===== src/rtl/bf16_mul_rr_sched.sv =====
// Round-robin sharing of one pipelined bf16 multiplier among N_REQ requesters; a tag pipe remembers the owner of each in-flight op.
// Grant is combinational, response arrives MUL_LATENCY+2 cycles after transfer; no backpressure on the multiplier or the responses.
module bf16_mul_rr_sched #(
    parameter int N_REQ       = 4,
    parameter int MUL_LATENCY = 3,
    localparam int LW = (N_REQ > 1) ? $clog2(N_REQ) : 1,
    localparam int IW = $clog2(MUL_LATENCY + 2)
) (
    input  logic                  clk,
    input  logic                  rst,
    input  logic                  en,
    input  logic [N_REQ-1:0]      req_valid,
    input  logic [16*N_REQ-1:0]   req_a,
    input  logic [16*N_REQ-1:0]   req_b,
    output logic [N_REQ-1:0]      req_ready,
    output logic [31:0]           mul_operands,
    output logic                  mul_stb,
    input  logic [15:0]           mul_z,
    output logic [N_REQ-1:0]      rsp_valid,
    output logic [15:0]           rsp_z,
    output logic [IW-1:0]         inflight,
    output logic                  idle
);

    logic [LW-1:0]    last;
    logic [LW-1:0]    grant_idx;
    logic [LW-1:0]    cand;
    logic             found;
    logic [N_REQ-1:0] grant;
    logic             xfer;
    logic [15:0]      sel_a;
    logic [15:0]      sel_b;
    logic [N_REQ-1:0] rsp_onehot;

    logic             tag_vld [0:MUL_LATENCY];
    logic [LW-1:0]    tag_idx [0:MUL_LATENCY];

    // Search starts just after the previous winner so every requester gets a turn.
    always_comb begin
        grant     = '0;
        grant_idx = '0;
        cand      = '0;
        found     = 1'b0;
        for (int k = 1; k <= N_REQ; k++) begin
            cand = LW'((int'(last) + k) % N_REQ);
            if (!found && req_valid[cand]) begin
                found     = 1'b1;
                grant_idx = cand;
            end
        end
        if (found && en && !rst) begin
            grant[grant_idx] = 1'b1;
        end
    end

    assign req_ready = grant;
    assign xfer      = |(req_valid & grant);

    always_comb begin
        sel_a = '0;
        sel_b = '0;
        for (int i = 0; i < N_REQ; i++) begin
            if (i == int'(grant_idx)) begin
                sel_a = req_a[16*i +: 16];
                sel_b = req_b[16*i +: 16];
            end
        end
    end

    // Last tag stage lines up with the cycle in which mul_z carries its product.
    always_comb begin
        rsp_onehot = '0;
        if (tag_vld[MUL_LATENCY]) begin
            rsp_onehot[tag_idx[MUL_LATENCY]] = 1'b1;
        end
    end

    always_ff @(posedge clk) begin
        if (rst) begin
            last         <= LW'(N_REQ - 1);
            mul_stb      <= 1'b0;
            mul_operands <= '0;
            rsp_valid    <= '0;
            rsp_z        <= '0;
            inflight     <= '0;
            for (int s = 0; s <= MUL_LATENCY; s++) begin
                tag_vld[s] <= 1'b0;
                tag_idx[s] <= '0;
            end
        end else begin
            mul_stb <= xfer;
            if (xfer) begin
                last         <= grant_idx;
                mul_operands <= {sel_a, sel_b};
            end
            tag_vld[0] <= xfer;
            tag_idx[0] <= grant_idx;
            for (int s = 1; s <= MUL_LATENCY; s++) begin
                tag_vld[s] <= tag_vld[s-1];
                tag_idx[s] <= tag_idx[s-1];
            end
            rsp_valid <= rsp_onehot;
            if (tag_vld[MUL_LATENCY]) begin
                rsp_z <= mul_z;
            end
            inflight <= inflight + IW'(xfer) - IW'(tag_vld[MUL_LATENCY]);
        end
    end

    assign idle = (inflight == '0);

endmodule


===== config.mk =====
export PLATFORM = sky130hd
export DESIGN_NAME = bf16_mul_rr_sched
export DESIGN_NICKNAME = d
export VERILOG_FILES = /design/src/rtl/bf16_mul_rr_sched.sv
export SDC_FILE = /design/constraint.sdc
export NUM_CORES = 1
export LEC_CHECK = 0
export CORE_MARGIN = 2
export CORE_UTILIZATION = 40
export CTS_CLUSTER_DIAMETER = 80
export DETAILED_ROUTE_END_ITERATION = 8
export GPL_TIMING_DRIVEN = 0
export HOLD_SLACK_MARGIN = 0.08
export PLACE_DENSITY = 0.88
export SYNTH_ARGS = -nofsm -noshare
export SYNTH_HDL_FRONTEND = slang
export SYNTH_SLANG_ARGS = --single-unit

===== constraint.sdc =====
create_clock -name clk -period 4.9 [get_ports clk]
set_input_delay 0.98 -clock clk [delete_from_list [all_inputs] [get_ports clk]]
set_output_delay 0.98 -clock clk [all_outputs]
set_load 0.02 [all_outputs]

Yosys cells after proc, flatten, opt, wreduce, memory -nomap -nowiden
Memories as Yosys holds them, arrays and structs flattened.
Cells that the tools add are included.
{ "word_totals": {"regBits": 58, "mem_bits_rw": 12, "output_inout_bits": 61, "wordCells": 90, "n_memories": 2} }
{ "op_classes": {"addsub": 6, "order_cmp": 8, "n_eq_ne": 3, "mux": 40, "bitwise_logic": 10, "reduce_logical": 15} }
{ "memory_table": {"columns": ["memory", "words", "word_bits", "read_ports", "rd_clocked_by_memory_dff", "wr", "line", "source"], "rows": [
  ["tag_idx", 4, 2, 4, 0, 4, "36", "logic [LW-1:0] tag_idx [0:MUL_LATENCY];"],
  ["tag_vld", 4, 1, 4, 0, 4, "35", "logic tag_vld [0:MUL_LATENCY];"]
]} }
{ "ops": {"columns": ["cell", "n"], "rows": [
  ["2-to-1 mux 16 bit", 8],
  ["less-than comparator 2 x 3 -> 1 bit, second input constant", 6],
  ["2-to-1 mux 1 bit", 17],
  ["2-to-1 mux 2 bit", 8],
  ["binary-select mux 1 bit (select 2 bit)", 4],
  ["bitwise OR 1 bit", 8],
  ["logical AND 1 bit", 7],
  ["adder 2 x 1 -> 2 bit, second input constant", 2],
  ["adder 2 bit, second input constant", 2],
  ["bitwise AND 4 bit", 1],
  ["demux 1 bit (select 2 bit)", 2],
  ["equality test 2 bit, first input constant", 2],
  [">= comparator 2 x 1 -> 1 bit, second input constant", 2],
  ["zero test 1 bit", 4],
  ["2-to-1 mux 4 bit", 1],
  ["OR reduction 4 bit", 1],
  ["adder 3 x 1 -> 3 bit", 1],
  ["zero test 3 bit", 1],
  ["subtractor 3 x 1 -> 3 bit", 1],
  ["equality test 1 x 2 -> 1 bit, first input constant", 1],
  ["zero test 2 bit", 1],
  ["OR reduction 2 bit", 1],
  ["NOT 1 bit", 1]
]} }

Logic depth before layout (Yosys ltp)
{ "logic_depth": {"depth_word": 22, "ltp_mapped": 14, "ltp_nobuf": 11} }

Least setup slack after synthesis
Ideal clock, no wire load.
{ "synth_timing": {"path_type": "input-to-output", "start": "input rst", "end": "output req_ready[0]", "t_arrival_ns": 2.393, "required_time_ns": 3.920, "path_slack_ns": 1.527, "path_stages": 8, "n_path_buf": 4, "path_cell_list": "buf_2 -> nor2b_1 -> and2_1 -> buf_2 -> inv_1 -> buf_2 -> clkbuf_1 -> nor3_1"} }
{ "synth_via": {"elab_chain_len": 3} }
{ "synth_lines": {"columns": ["element", "line", "source"], "rows": [
  ["from (decl)", "10", "input logic rst,"],
  ["zero test 1 bit", "51", "if (found && en && !rst) begin"],
  ["logical AND 1 bit", "51", null],
  ["2-to-1 mux 4 bit", "51", null],
  ["to (decl)", "15", "output logic [N_REQ-1:0] req_ready,"]
]} }
Every way passes these cells.

Final worst setup path
{ "layout_timing": {"start": "input req_valid[3]", "end": "output req_ready[0]"} }
{ "layout_via": {"elab_chain_len": 17, "word_cells_on_any_way": 30} }
{ "layout_lines": {"columns": ["element", "line", "source"], "rows": [
  ["from (decl)", "12", "input logic [N_REQ-1:0] req_valid,"],
  ["binary-select mux 1 bit (select 2 bit)", "46", "if (!found && req_valid[cand]) begin"],
  ["2-to-1 mux 1 bit (implied by the code)", "46", null],
  ["2-to-1 mux 1 bit", "46", null],
  ["zero test 1 bit", "46", null],
  ["logical AND 1 bit", "46", null],
  ["2-to-1 mux 1 bit", "46", null],
  ["zero test 1 bit", "46", null],
  ["logical AND 1 bit", "46", null],
  ["2-to-1 mux 1 bit", "46", null],
  ["zero test 1 bit", "46", null],
  ["logical AND 1 bit", "46", null],
  ["2-to-1 mux 2 bit", "46", null],
  ["less-than comparator 2 x 3 -> 1 bit (implied by the code) or >= comparator 2 x 1 -> 1 bit (tied branches)", "52", "grant[grant_idx] = 1'b1;"],
  ["logical AND 1 bit (implied by the code)", "52", null],
  ["2-to-1 mux 1 bit (implied by the code)", "52", null],
  ["demux 1 bit (select 2 bit)", "52", null],
  ["2-to-1 mux 4 bit *", "51", null]
]} }
Every way passes the cells marked *; elsewhere a longest branch is shown, timed or not. The select of a mux whose other input is x is not followed.

==> metrics.md <==
| Metric | Value |
|---|---|
| Status | finished, final reports clean |
| Pre-CTS WS | about 0.47 ns |
| Internal | 1140 uW |
| Synth unique cells | about 40 |
| CP top delay family | buffers and inverters |
| Worst rel slew slack | 0.540 |
| Hold Buf Count CTS | 0 |
| Psw | approximately 450 uW |
| Final Hold Viols | 0 |
| Area Growth Syn to Fin | 72.6% |
| Largest net degree at the start of global routing | 13 |
| CP bufs+invs | 6 |
| Die W | ~96 um |
| Initial antenna violation count | 0 |
| CTS clk-pin slew, worst paths | about 0.070 ns |
| Vias in the first global route | between 3,000 and 4,000 |
| Die area | a little over 9000 um2 |
| Drt wl/cell | between 15 and 20 um |
| CP endpoint kind | output pin |
| Commonest non-fill, non-tap cell in the layout | clkdlybuf4s50_1 |
| Clk_lat worst skew | between 0.3 and 0.4 ns |
| Worst Path Class, Setup | in -> out |
| Hpwl dp | 9620 um |
| Share of cells above drive strength 1 | 0.0634 |
| Most frequent cells in the layout | clkdlybuf4s50_1, dfxtp_1, nor2_1, and3_1, mux2i_1 |
| Final worst slack | about 0.45 ns |
| Register area | between 1000 and 1500 um2 |
| Worst vdd ir | around 0.13 mV |
| Setup TNS | 0 ns |
| Clock sinks | 69 |
| Synthesized flop and latch total | 69 |
| H-Tree Depth | 3 |
| Routed wire length | between 10,000 and 15,000 um |
| # IOs | about 210 |
| Final setup vio count | 0 |
| Vias per inst | roughly 5.5 |
| Hold slack | 0.439 ns |
| Area leader, netlist | dfxtp_1 |
| Combinational share of power | 0.280 |
| Switch share | 0.282 |
| Post-route DRC | 0 |
| PnR Total Power | between 1500 and 2000 uW |
| RSZ-0062 raised after global routing | false |
| Worst-path cell chain | clkdlybuf4s50_1, nor2_1, nand2_1, and2_1, buf_2, inv_1, buf_2, clkbuf_1, nor3_1, clkdlybuf4s50_1 |
| Num CTS Buffers | 9 |
| Yosys top cell area share | 0.409 |
| CTS tree | done |
| Setup Skew | around 0.0083 ns |
| Slowest stage delay, CP | around 0.57 ns |
| Root Buffer | clkbuf_8 |
| Area of the multi-input gates | between 1500 and 2000 um2 |
| Post-synthesis sequential area ratio | 0.409 |
| CTS resizes | 0 |
| Post-route antenna net violation count | 0 |
| Static leakage | between 0.002 and 0.0025 uW |
| Flop pwr share | 0.390 |
| Max Cap Violations | 0 |
| Type of origin of the critical path | input pin |
| Predominant post-synthesis flop cell | dfxtp_1 |
| Post-CTS setup buffers | 0 |
| GRT Residual Overflow | 0 |
| Net count, final | roughly 750 |
| Syn_area_per_cell | 9.04 um2 |
| Ant. Diodes | 0 |
| Hold Crit Class | reg -> reg |
| Syn nets | ~530 |
| Max-slew violations | 0 |
| Worst Path Max Fanout | 10 |
| First-pass GRT wire length | between 15,000 and 20,000 um |
| Cell Rows | 33 |
| Fin crit period | around 4.5 ns |
| Cells after Synth | ~370 |
| Fillers | 660 |
| Yosys warning count | 0 |
| Cell area power density | between 200 and 300 nW/um2 |
| CP max-delay cell | clkdlybuf4s50_1 |
| Post-synthesis cell area | ~3400 um2 |
| I/O Buffers | 210 |
| Placer congestion estimate | about 0.84 |
| DR pass1 iterations | 4 |
| Initial core utilization | 0.411 |
| Worst Path Required | ~3.9 ns |
| Die H | 95.9 um |
| Overall Global Routing Usage | 0.268 |
| WP data arrival | approximately 3.5 ns |
| Clock Path Buffers | 2 |
| EDFF count, synth | 0 |
| Starting DRT DRC Count | approximately 130 |
| Asr flop ratio synth | 0 |
| DP Cell Count | 689 |
| Synth top area cells | dfxtp_1, mux2i_1, and3_1, a2111oi_0, nor2_1 |
| Fin cells | 704 |
| Fin crit share | 0.908 |
| Via count | 3,892 |
| Clock power frac | 0.331 |
| Core area | ~8000 um2 |
| Worst Tran Pin Value | a little under 0.7 ns |
| Highest clock rate | 225 MHz |
-- final cells by class --
type,count,share of cell area
Clock buffer,10,0.0236
Buffer,37,0.0287
Multi-Input combinational cell,264,0.311
Timing Repair Buffer,210,0.360
Inverter,4,0.00257
Clock inverter,5,0.0144
Sequential cell,69,0.237
Tap cell,105,0.0225
-- worst paths after layout --
kind / start / to / cells past startpoint / slack [ns]
min reg2reg: tag_idx[0][4] / tag_idx[0][6] / 1 / 0.44
min: tag_idx[0][4] / tag_idx[0][6] / 1 / 0.44
max reg2reg: last[1] / mul_operands[26] / 6 / 2.66
max: req_valid[3] / req_ready[0] / 10 / 0.45
-- sequential cells by signal, summed over array words and instances (netlist names) --
name          flops
inflight          3
last              2
mul_operands     32
rsp_valid         4
rsp_z            16
tag_idx           8
tag_vld           4
-- per-stage QoR --
step | area (um2) | utilization
final | 5830 | 0.710
after global placement | 5610 | 0.683
after global routing | 5830 | 0.710
after detailed placement | 5610 | 0.683
after floorplan | 3380 | -
after CTS | 5830 | 0.710
-- worst register-to-register path: stages (launching register included) --
cell       delay [ns]
dfxtp_1          0.48
mux2i_1          0.31
a2bb2oi_2        0.23
nand2_2          0.13
clkbuf_1         0.25
a2111oi_0        0.59
nor4_1           0.12
-- synthesized netlist by cell type, types with 2 or more instances --
| master | count |
|---|---|
| o221ai_1 | 5 |
| and2_1 | 2 |
| inv_1 | 4 |
| buf_2 | 12 |
| nor2_1 | 46 |
| nand2_1 | 6 |
| and3_1 | 40 |
| nor4_1 | 20 |
| mux2_2 | 2 |
| clkbuf_1 | 21 |
| mux2i_1 | 27 |
| mux2_1 | 5 |
| clkbuf_2 | 2 |
| nor4bb_1 | 2 |
| a2111oi_0 | 20 |
| nor2b_1 | 13 |
| o21ai_0 | 8 |
| dfxtp_1 | 69 |
| a211oi_1 | 20 |
| nor3_1 | 3 |
| ha_1 | 2 |
| nand3_1 | 8 |
| a221o_1 | 7 |
| nand3b_1 | 6 |
| a21oi_1 | 8 |
-- power groups by stage --
stage | clock (uW) | sequential [uW] | combinational (uW)
2_1_floorplan | 0 | 665 | 166
3_3_place_gp | 0 | 630 | 431
3_5_place_dp | 0 | 631 | 442
4_1_cts | 530 | 618 | 444
5_1_grt | 552 | 622 | 477
6_report | 524 | 618 | 444
-- logic make-up after synthesis --
logic type	Yosys count	share of synthesized area
multiplexers	34	0.103
AO/OA/AOI/OAI	75	0.173
buffers and inverters	41	0.0541
AND/OR/NAND/NOR	150	0.242
adder cells (fa/ha/maj)	3	0.0133
flip-flops	69	0.409
XOR/XNOR	2	0.00518
-- layer usage --
layer	track usage	routed length, um	vias to the layer above
met2	0.471	6130	190
met4	0.111	364	0
met5	0	0	-
li1	-	-	1843
met3	0.0689	1050	35
met1	0.307	4880	1824
Power figures use the tool's default switching activity.
